`src/rtl/serial_pattern_sequencer_pkg.sv`:
```
// Shared state encoding and default widths for the serial pattern sequencer.
package serial_pattern_sequencer_pkg;

  localparam int WIDTH_DEF = 4;
  localparam int REP_W_DEF = 4;
  localparam int GAP_W_DEF = 4;

  typedef enum logic [2:0] {
    S_IDLE  = 3'd0,
    S_SHIFT = 3'd1,
    S_GAP   = 3'd2,
    S_CHK   = 3'd3,
    S_DONE  = 3'd4
  } state_t;

endpackage

```
`src/rtl/serial_pattern_sequencer_seq_bit_counter.sv`:
```
// Loadable down-counter; load wins over decrement.
module seq_bit_counter #(
  parameter int W = 4
) (
  input  logic         clk,
  input  logic         rst_n,
  input  logic         i_load,
  input  logic [W-1:0] i_load_val,
  input  logic         i_dec,
  output logic [W-1:0] o_count
);

  logic [W-1:0] r_count;

  always_ff @(posedge clk or negedge rst_n) begin
    if (!rst_n) begin
      r_count <= '0;
    end else if (i_load) begin
      r_count <= i_load_val;
    end else if (i_dec) begin
      r_count <= r_count - W'(1);
    end
  end

  assign o_count = r_count;

endmodule

```
`src/rtl/serial_pattern_sequencer.sv`:
```
// Sequences a serial-in shift-register datapath: shifts a pattern MSB-first
// rep+1 times with idle gaps, and checks the datapath output after each pass.
module serial_pattern_sequencer
  import serial_pattern_sequencer_pkg::*;
#(
  parameter int WIDTH = WIDTH_DEF,
  parameter int REP_W = REP_W_DEF,
  parameter int GAP_W = GAP_W_DEF
) (
  input  logic             clk,
  input  logic             rst_n,
  input  logic             start_valid,
  output logic             start_ready,
  input  logic [WIDTH-1:0] pattern,
  input  logic [REP_W-1:0] rep,
  input  logic [GAP_W-1:0] gap,
  input  logic             abort,
  output logic             a,
  output logic             shift_en,
  input  logic [WIDTH-1:0] r,
  output logic             busy,
  output logic             done,
  output logic             check_err,
  output logic [REP_W:0]   pass_cnt
);

  localparam int BIT_W = (WIDTH > 1) ? $clog2(WIDTH) : 1;
  localparam logic [BIT_W-1:0] LAST_IDX = BIT_W'(WIDTH - 1);
  localparam logic [REP_W:0]   CNT_ONE  = (REP_W + 1)'(1);

  state_t           r_state;
  logic [WIDTH-1:0] r_pattern;
  logic [GAP_W-1:0] r_gap;
  logic             r_a, r_shift_en, r_start_ready, r_busy, r_done;
  logic             r_check_err, r_chk;
  logic [REP_W:0]   r_pass_cnt;

  logic [BIT_W-1:0] w_bit_idx, w_next_idx;
  logic [GAP_W-1:0] w_gap_cnt;
  logic [REP_W-1:0] w_reps_left;
  logic w_accept, w_last_bit, w_more, w_back2back, w_to_gap, w_gap_end, w_next_pass;

  assign w_accept    = (r_state == S_IDLE) && start_valid && !abort;
  assign w_last_bit  = (r_state == S_SHIFT) && (w_bit_idx == '0);
  assign w_more      = (w_reps_left != '0);
  assign w_back2back = w_last_bit && w_more && (r_gap == '0);
  assign w_to_gap    = w_last_bit && w_more && (r_gap != '0);
  assign w_gap_end   = (r_state == S_GAP) && (w_gap_cnt == GAP_W'(1));
  assign w_next_pass = !abort && (w_back2back || w_gap_end);
  assign w_next_idx  = w_bit_idx - BIT_W'(1);

  seq_bit_counter #(.W(BIT_W)) u_bit_idx (
    .clk(clk), .rst_n(rst_n),
    .i_load(w_accept || w_next_pass), .i_load_val(LAST_IDX),
    .i_dec((r_state == S_SHIFT) && !w_last_bit && !abort),
    .o_count(w_bit_idx)
  );

  seq_bit_counter #(.W(GAP_W)) u_gap_cnt (
    .clk(clk), .rst_n(rst_n),
    .i_load(w_to_gap && !abort), .i_load_val(r_gap),
    .i_dec(r_state == S_GAP),
    .o_count(w_gap_cnt)
  );

  seq_bit_counter #(.W(REP_W)) u_reps_left (
    .clk(clk), .rst_n(rst_n),
    .i_load(w_accept), .i_load_val(rep),
    .i_dec(w_next_pass),
    .o_count(w_reps_left)
  );

  always_ff @(posedge clk or negedge rst_n) begin
    if (!rst_n) begin
      r_state       <= S_IDLE;
      r_pattern     <= '0;
      r_gap         <= '0;
      r_a           <= 1'b0;
      r_shift_en    <= 1'b0;
      r_start_ready <= 1'b1;
      r_busy        <= 1'b0;
      r_done        <= 1'b0;
      r_check_err   <= 1'b0;
      r_chk         <= 1'b0;
      r_pass_cnt    <= '0;
    end else begin
      r_done <= 1'b0;
      r_chk  <= 1'b0;
      // r_chk marks the cycle right after a pass's last shift, when r holds the full pass
      if (r_chk && !abort) begin
        r_pass_cnt <= r_pass_cnt + CNT_ONE;
        if (r != r_pattern) r_check_err <= 1'b1;
      end
      if (abort && (r_state != S_IDLE)) begin
        r_state       <= S_IDLE;
        r_a           <= 1'b0;
        r_shift_en    <= 1'b0;
        r_busy        <= 1'b0;
        r_start_ready <= 1'b1;
      end else begin
        case (r_state)
          S_IDLE: begin
            if (w_accept) begin
              r_pattern     <= pattern;
              r_gap         <= gap;
              r_check_err   <= 1'b0;
              r_pass_cnt    <= '0;
              r_state       <= S_SHIFT;
              r_a           <= pattern[WIDTH-1];
              r_shift_en    <= 1'b1;
              r_busy        <= 1'b1;
              r_start_ready <= 1'b0;
            end
          end
          S_SHIFT: begin
            if (w_last_bit) begin
              r_chk <= 1'b1;
              if (!w_more) begin
                r_state    <= S_CHK;
                r_a        <= 1'b0;
                r_shift_en <= 1'b0;
              end else if (r_gap == '0) begin
                r_a <= r_pattern[WIDTH-1];
              end else begin
                r_state    <= S_GAP;
                r_a        <= 1'b0;
                r_shift_en <= 1'b0;
              end
            end else begin
              r_a <= r_pattern[w_next_idx];
            end
          end
          S_GAP: begin
            if (w_gap_end) begin
              r_state    <= S_SHIFT;
              r_a        <= r_pattern[WIDTH-1];
              r_shift_en <= 1'b1;
            end
          end
          S_CHK: begin
            r_state <= S_DONE;
            r_done  <= 1'b1;
          end
          S_DONE: begin
            r_state       <= S_IDLE;
            r_busy        <= 1'b0;
            r_start_ready <= 1'b1;
          end
          default: begin
            r_state       <= S_IDLE;
            r_busy        <= 1'b0;
            r_start_ready <= 1'b1;
          end
        endcase
      end
    end
  end

  assign a           = r_a;
  assign shift_en    = r_shift_en;
  assign start_ready = r_start_ready;
  assign busy        = r_busy;
  assign done        = r_done;
  assign check_err   = r_check_err;
  assign pass_cnt    = r_pass_cnt;

endmodule

```
`config.mk`:
```
export PLATFORM = sky130hd
export DESIGN_NAME = serial_pattern_sequencer
export DESIGN_NICKNAME = d
export VERILOG_FILES = /design/src/rtl/serial_pattern_sequencer_pkg.sv /design/src/rtl/serial_pattern_sequencer_seq_bit_counter.sv /design/src/rtl/serial_pattern_sequencer.sv
export SDC_FILE = /design/constraint.sdc
export NUM_CORES = 1
export LEC_CHECK = 0
export ABC_AREA = 1
export CAP_MARGIN = 20
export CORE_MARGIN = 5
export CORE_UTILIZATION = 35
export CTS_CLUSTER_DIAMETER = 200
export CTS_CLUSTER_SIZE = 12
export DETAILED_ROUTE_END_ITERATION = 10
export HOLD_SLACK_MARGIN = 0.12
export PLACE_DENSITY = 0.66
export SYNTH_ARGS = -nofsm -noshare
export SYNTH_HDL_FRONTEND = slang
export SYNTH_SLANG_ARGS = --single-unit
```
`constraint.sdc`:
```
create_clock -name clk -period 2.34 [get_ports clk]
set_input_delay 0.234 -clock clk [delete_from_list [all_inputs] [get_ports clk]]
set_output_delay 0.234 -clock clk [all_outputs]
set_load 0.03 [all_outputs]
```
==> flow_metrics.tcl, run 1 <==
set metrics [dict create \
    status "finished, final reports clean" \
    rsz0062_at_grt "no" \
    clk_path_buf_depth 2 \
    crit_buf_inv 1 \
    grt_pass1_wl_mm 7.13 \
    arrival_ns 1.47 \
    drc_errors 0 \
    rows 26 \
    setup_viol 0 \
    clkSinkCount 33 \
    critPathSlowestCell "clkdlybuf4s50_1" \
    setup.worst_path.start_class "flip-flop" \
    cp_cell_sequence "clkdlybuf4s50_1" \
    finalHoldViolations 0 \
    finalCritPeriodShare_pct 72.7 \
    pwr-share-seq_pct 32.3 \
    leakage_nw 1.21 \
    power_density_nw_per_um2 1270 \
    crit_family "buffers and inverters" \
    syn2layout_area_growth_pct 25.6 \
    worst_pin_slew_ns 0.414 \
    yosysSeqAreaShare_pct 43.8 \
    p_clk_share_pct 18.6 \
    preCtsSetupSlack_ns 0.419 \
    path_clk_slew_ns 0.07 \
    antenna_found_initial 0 \
    p_sw_share_pct 42.7 \
    drtPass1Iterations 4 \
    io_buffer_count 30 \
    fin_util_pct 45.8 \
    critPathCaptureType "primary output" \
    htreeDepth 2 \
    crit_fanout 2 \
    syn_area_sq_um 1890 \
    io_pins 31 \
    finClkSkew_ns 0.00708 \
    avgRoutedWirePerCell_um 11.3 \
    vias_per_cell 4.53 \
    cap_viol_max_count 0 \
    crit_path_end "start_ready" \
    post-route-min-period_ns 1.70 \
    cts_tree "done" \
    drt_iter0_markers 38 \
    cts-root-buf "clkbuf_8" \
    critical_path_class "reg -> out" \
    r2r_slack_ns 0.80 \
    cts_setup_buffers 0 \
    cp_slowest_stage_delay_ns 0.66 \
    share_comb_of_total_power_pct 49.1 \
    syn_nets 274 \
    cts_buffers 5 \
    fin_tns_setup_ns 0 \
    cp_data_required_time_ns 2.11 \
    fp.dieW_um 83.4 \
    ys_types 29 \
    r2r-end "u_reps_left.o_count[1]" \
    core_sq_um 5170 \
    antenna_left 0 \
    wl_mm 4.00 \
    die_h_um 83.4 \
    reg2reg_depth 9 \
    startpoint "start_ready" \
    syn_avg_cell_area_sq_um 7.58 \
    fin_ws_ns 0.638 \
    grt_pass1_vias 1672 \
    hpwlAfterDp_mm 3.00 \
    nets 308 \
    drive_above_1_share_pct 10.2 \
    ctsResizeCount 0 \
    start_util_pct 36.5 \
    p_int_w 0.00173 \
    fmax_mhz 588 \
    vdd_drop_max_mv 0.388 \
    postCtsHoldBufs 0 \
    n_antenna_cell 0 \
    maxSlewHeadroom_pct 72.4 \
    yosys_register_bits 33 \
    place_congestion 0.865 \
    die_area_sq_um 6960 \
    grt-ovfl-total 0 \
    grt_start_max_net_pins 34 \
    vias 1602 \
    synth_warnings 0 \
    clk_latency_ns 0.28 \
    crit_cells 1 \
    syn_inst 249 \
    hold_class "in -> async" \
    grt.total_usage_pct 12.5 \
    power.switching_w 0.00129 \
    finalMaxSlewViolations 0 \
    r2r-start "u_bit_idx.o_count[0]" \
]
[through the flow]
step / power [W] / hold slack [ns] / instance area (sq um) / cells
floorplan: 0.00209 / -0.0616 / 1890 / 249
global placement: 0.00244 / 0.458 / 2250 / 346
detailed placement: 0.00247 / 0.470 / 2250 / 346
CTS: 0.00305 / 0.363 / 2370 / 354
global route: 0.00331 / 0.394 / 2370 / 354
finish: 0.00301 / 0.350 / 2370 / 354
[state kept, by name, summed over array words and instances, names as in the netlist]
name and flops:
pass_cnt 5, r_gap 4, r_pattern 4, u_gap_cnt.o_count 4
u_reps_left.o_count 4, r_state 3, u_bit_idx.o_count 2, a 1
busy 1, check_err 1, done 1, r_chk 1
shift_en 1, start_ready 1
[per-layer routing]
layer  global-route usage (%)  part of all wire, %  up-vias
met1                     15.4                   47      727
met2                     20.8                   46       27
li1                         -                    -      842
met5                        0                    0        -
met3                     3.66                  4.7        6
met4                     4.39                  1.4        0
[cell usage after synthesis, drive strengths merged]
| cell | instances | area [sq um] |
|---|---|---|
| nand2 | 88 | 355 |
| dfrtp | 32 | 801 |
| nor2 | 31 | 136 |
| inv | 30 | 115 |
| nand3 | 15 | 85.1 |
| o21ai | 14 | 70.1 |
| a21oi | 8 | 43.8 |
| xnor2 | 6 | 52.6 |
| buf | 5 | 36.3 |
| ha | 5 | 62.6 |
| nor3 | 5 | 36.3 |
| nand4 | 3 | 18.8 |
| xor2 | 3 | 26.3 |
| a21boi | 1 | 7.51 |
| a21o | 1 | 7.51 |
| dfstp | 1 | 26.3 |
| nand3b | 1 | 7.51 |
[power groups by stage]
stage	clock network, W	registers, W	logic [W]
final	0.000561	0.000974	0.00148
after global routing	0.000596	0.00100	0.00171
after CTS	0.000576	0.000977	0.00150
after detailed placement	0	0.000986	0.00148
after global placement	0	0.000980	0.00146
after floorplan	0	0.00106	0.00103
[logic make-up (layout without fill, tap and decap cells)]
logic type      after synthesis  count (layout)  synth area share [%]
xor+xnor                      9               9                  4.18
flops                        33              33                  43.8
buf+inv                      35              70                  8.02
simple gates                143             143                  33.9
compound gates               24              24                  6.83
fa+ha+maj                     5               5                  3.31
[cell type report]
cell class,instances,area [sq um]
Fill cell,514,2800
Multi-Input combinational cell,181,910
Sequential cell,33,827
Timing Repair Buffer,32,315
Inverter,30,115
Tap cell,70,87.6
Clock buffer,7,86.3
Clock inverter,1,30.0
[how the worst min path moves through the flow]
stage	endpoint	slack (ns)
2_1_floorplan	a	-0.06
3_3_place_gp	busy	0.46
3_5_place_dp	u_reps_left.o_count[0]	0.47
4_1_cts	r_state[0]	0.36
5_1_grt	r_state[0]	0.39
6_report	r_state[0]	0.35
[cells in the final DEF (no fill, tap or decap), drive strengths merged, types with 6 or more instances in the layout]
cell	count
o21ai	14
a21oi	8
nand2	88
dfrtp	32
inv	30
nor2	31
nand3	15
xnor2	6
clkdlybuf4s50	30
clkbuf	7
No activity file was read; power rests on OpenSTA's default activity.
==> run 2: changes to the inputs <==
Clock period 2.34 ns to 1.64 ns, I/O delays scaled along.
==> flow_metrics.tcl, run 2 (synthesis gave the netlist of run 1 again) <==
set metrics [dict create \
    status "finished, final reports clean" \
    critPathCaptureType "primary output" \
    hpwlAfterDp_mm 3.12 \
    critPathSlowestCell "clkdlybuf4s50_1" \
    grt-ovfl-total 0 \
    nFillCells 509 \
    io_pins 31 \
    finalHoldViolations 0 \
    cts_buffers 5 \
    finalMaxSlewViolations 0 \
    fin_ws_ns 0.0893 \
    drtPass1Iterations 4 \
    wl_mm 4.07 \
    place_congestion 0.844 \
    postCtsHoldBufs 0 \
    post-route-min-period_ns 1.55 \
    rows 26 \
    vias_per_cell 4.46 \
    grt_pass1_vias 1529 \
    fp.dieW_um 83.4 \
    grt_start_max_net_pins 34 \
    ctsResizeCount 0 \
    cts-root-buf "clkbuf_8" \
    fin_area_sq_um 2390 \
    arrival_ns 1.39 \
    fin_tns_setup_ns 0 \
    antenna_found_initial 0 \
    rsz0062_at_grt "no" \
    maxSlewHeadroom_pct 71.5 \
    worst_pin_slew_ns 0.428 \
    start_util_pct 36.5 \
    io_buffer_count 30 \
    avgRoutedWirePerCell_um 11.3 \
    clkSinkCount 33 \
    placed_area_sq_um 2290 \
    vdd_drop_max_mv 0.444 \
    grt_pass1_wl_mm 6.91 \
    preCtsSetupSlack_ns 0.132 \
    power_density_nw_per_um2 1740 \
    n_antenna_cell 0 \
    drive_above_1_share_pct 11.8 \
    syn2layout_area_growth_pct 26.7 \
    fmax_mhz 645 \
    finClkSkew_ns 0.00630 \
    leakage_nw 1.23 \
    final_cell_mix "nand2_1 (82), dfrtp_1 (32), clkdlybuf4s50_1 (29)" \
    crit_family "buffers and inverters" \
    clk_latency_ns 0.28 \
    cp_slowest_stage_delay_ns 0.69 \
    vias 1602 \
    grt.total_usage_pct 12.1 \
    antenna_left 0 \
    cts_tree "done" \
    clk_path_buf_depth 2 \
    whs_ns 0.299 \
    crit_fanout 5 \
    drc_errors 0 \
    fin_util_pct 46.3 \
    htreeDepth 2 \
    cp_cell_sequence "clkdlybuf4s50_1" \
    core_sq_um 5170 \
    crit_buf_inv 1 \
    die_h_um 83.4 \
    path_clk_slew_ns 0.07 \
    nets 313 \
    die_area_sq_um 6960 \
    largest_reg_flops 5 \
    setup_viol 0 \
    cts_setup_buffers 0 \
    hold_class "in -> async" \
    setup.worst_path.start_class "flip-flop" \
    finalCritPeriodShare_pct 94.6 \
    cap_viol_max_count 0 \
    critical_path_class "reg -> out" \
    layout_commonest_cell "nand2_1" \
    drt_iter0_markers 66 \
    cp_data_required_time_ns 1.48 \
]
run 2: area by class of cell:
type	count	area [sq um]	area share, %
clock buffers	8	90.1	3.77
repair buffers	37	355	14.9
multi-input cells	181	917	38.3
well taps	70	87.6	3.66
inverters	30	115	4.81
flip-flops and latches	33	827	34.6
run 2: worst paths after layout:
kind	start	endpoint	slack, ns	cells past startpoint
hold reg to reg	u_reps_left.o_count[2]	u_reps_left.o_count[2]	0.48	2
max in group asynchronous	rst_n	start_ready	1.01	2
hold / removal	rst_n	u_bit_idx.o_count[1]	0.30	2
min in group clk	gap[1]	r_gap[1]	0.43	3
setup / recovery	pass_cnt[0]	pass_cnt[0]	0.09	1
setup reg to reg	u_bit_idx.o_count[0]	u_reps_left.o_count[3]	0.17	9
run 2: stage by stage:
stage                     total power [W]  instances
final                             0.00417        359
after global routing              0.00455        359
after CTS                         0.00420        359
after detailed placement          0.00356        351
after global placement            0.00351        351
after floorplan                   0.00298        249
run 2: per-layer routing:
| metal | wire, um | global-route usage (%) |
|---|---|---|
| met4 | 15 | 3.22 |
| met3 | 172 | 3.66 |
| met1 | 1950 | 15.5 |
| met2 | 1930 | 19.8 |
| met5 | 0 | 0 |
run 2: worst register-to-register path: stages, from the launching register on:
cell and delay, ns:
dfrtp_1 0.41, inv_1 0.13, ha_2 0.22, inv_1 0.09, nor2_1 0.11, nand2_1 0.11
nand2_4 0.12, nand2_4 0.07, nand2_1 0.07, nand2_1 0.05
run 2: report_power, final:
| group | internal (W) | switching [W] | total [W] |
|---|---|---|---|
| logic | 0.000854 | 0.00131 | 0.00216 |
| clock network | 0.000342 | 0.000274 | 0.000616 |
| registers | 0.00114 | 0.000249 | 0.00139 |
| total | 0.00234 | 0.00183 | 0.00417 |
==> run 3: changes to the inputs <==
Settings changed: CTS_BUF_LIST set to sky130_fd_sc_hd__clkbuf_8.
==> flow_metrics.tcl, run 3 (synthesis gave the netlist of run 1 again) <==
set metrics [dict create \
    status "finished, final reports clean" \
    core_sq_um 5170 \
    critPathCaptureType "primary output" \
    post-route-min-period_ns 1.55 \
    start_util_pct 36.5 \
    cts_buffers 5 \
    nets 313 \
    cp_cell_sequence "clkdlybuf4s50_1" \
    grt-ovfl-total 0 \
    clk_latency_ns 0.28 \
    finalHoldViolations 0 \
    placed_cells 351 \
    r2r-start "u_bit_idx.o_count[0]" \
    arrival_ns 1.38 \
    rsz0062_at_grt "no" \
    multiInputGateArea_sq_um 917 \
    r2r_slack_ns 0.16 \
    met3_usage_pct 3.66 \
    critical_path_class "reg -> out" \
    grt_use_met2_pct 19.8 \
    cp_slowest_stage_delay_ns 0.69 \
    syn2layout_area_growth_pct 26.7 \
    layout_commonest_cell "nand2_1" \
    reg2reg_depth 9 \
    hpwlAfterDp_mm 3.12 \
    leakage_nw 1.24 \
    grt_start_max_net_pins 34 \
    hold_class "in -> async" \
    finalMaxSlewViolations 0 \
    fin_tns_setup_ns 0 \
    grt.total_usage_pct 12.1 \
    grt_pass1_wl_mm 6.91 \
    fp.dieW_um 83.4 \
    wl_mm 4.07 \
    worst_pin_slew_ns 0.428 \
    die_h_um 83.4 \
    setup_viol 0 \
    setup.worst_path.start_class "flip-flop" \
    crit_cells 1 \
    maxSlewHeadroom_pct 71.5 \
    drtPass1Iterations 4 \
    crit_family "buffers and inverters" \
    antenna_found_initial 0 \
    crit_buf_inv 1 \
    nFillCells 509 \
    fmax_mhz 646 \
    avgRoutedWirePerCell_um 11.3 \
    startpoint "pass_cnt[0]" \
    finClkSkew_ns 0.00686 \
    antenna_left 0 \
    final_cell_mix "nand2_1 (82), dfrtp_1 (32), clkdlybuf4s50_1 (29)" \
    io_pins 31 \
    grtUsageMet1_pct 15.5 \
    drc_errors 0 \
    critPathSlowestCell "clkdlybuf4s50_1" \
    power_density_nw_per_um2 1740 \
    die_area_sq_um 6960 \
    cap_viol_max_count 0 \
    largest_reg_flops 5 \
    final-instance-count-excl-fill 359 \
    vias 1603 \
    place_congestion 0.844 \
    cp_data_required_time_ns 1.48 \
    htreeDepth 2 \
    r2r-end "u_reps_left.o_count[3]" \
    io_buffer_count 30 \
    drt_iter0_markers 65 \
    clkSinkCount 33 \
    crit_path_end "pass_cnt[0]" \
    drive_above_1_share_pct 11.8 \
    clk_path_buf_depth 2 \
    grt_pass1_vias 1529 \
    path_clk_slew_ns 0.07 \
    n_antenna_cell 0 \
    vias_per_cell 4.47 \
    finalCritPeriodShare_pct 94.4 \
    crit_fanout 5 \
    vdd_drop_max_mv 0.444 \
    busiest_layer "met2" \
    rows 26 \
    regArea_sq_um 827 \
    cts-root-buf "clkbuf_8" \
    cts_tree "done" \
]
## run 3: cell count changes in the layout (fill, tap and decap cells not counted), sizes merged
cell	previous run	this run
inv	30	32
clkbuf	8	6
## run 3: area by class of cell
class                   count  share of cell area [%]
clock buffers               6                    3.45
inverters                  30                    4.81
well taps                  70                    3.66
repair buffers             37                    14.9
multi-input cells         181                    38.3
flip-flops and latches     33                    34.6
clock inverters             2                   0.314
## run 3: power breakdown
group          leakage, nW  internal (W)  switching (W)
Sequential           0.419       0.00114       0.000249
Clock               0.0538      0.000329       0.000275
Combinational        0.765      0.000854        0.00130
## run 3: worst min path at each step
stage | end | slack [ns] | cells past startpoint | startpoint
3_5_place_dp | u_reps_left.o_count[2] | 0.47 | 2 | u_reps_left.o_count[2]
2_1_floorplan | a | -0.13 | 0 | rst_n
3_3_place_gp | busy | 0.46 | 2 | busy
5_1_grt | r_gap[2] | 0.35 | 2 | rst_n
4_1_cts | r_gap[2] | 0.30 | 2 | rst_n
6_report | u_bit_idx.o_count[1] | 0.30 | 2 | rst_n
## run 3: metal layers
metal  routed length [um]  up-vias
met5                    0        -
li1                     -      856
met1                 1950      714
met2                 1920       31
met3                  177        2
met4                   15        0
## run 3: what timing repair did
action                     in CTS  in global routing
setup endpoints to repair       0                  7
buffers inserted                0                  0
resized for setup               0                  3
hold buffers                    0                  0
## run 3: per-stage QoR
step | setup slack, ns | utilization [%] | hold WS [ns] | total power, W | area, sq um
global route | 0.0169 | 46.3 | 0.346 | 0.00454 | 2390
global placement | 0.142 | 44.3 | 0.457 | 0.00351 | 2290
floorplan | 0.296 | - | -0.132 | 0.00298 | 1890
finish | 0.0913 | 46.3 | 0.298 | 0.00415 | 2390
CTS | 0.000881 | 46.1 | 0.304 | 0.00419 | 2380
detailed placement | 0.132 | 44.3 | 0.467 | 0.00356 | 2290
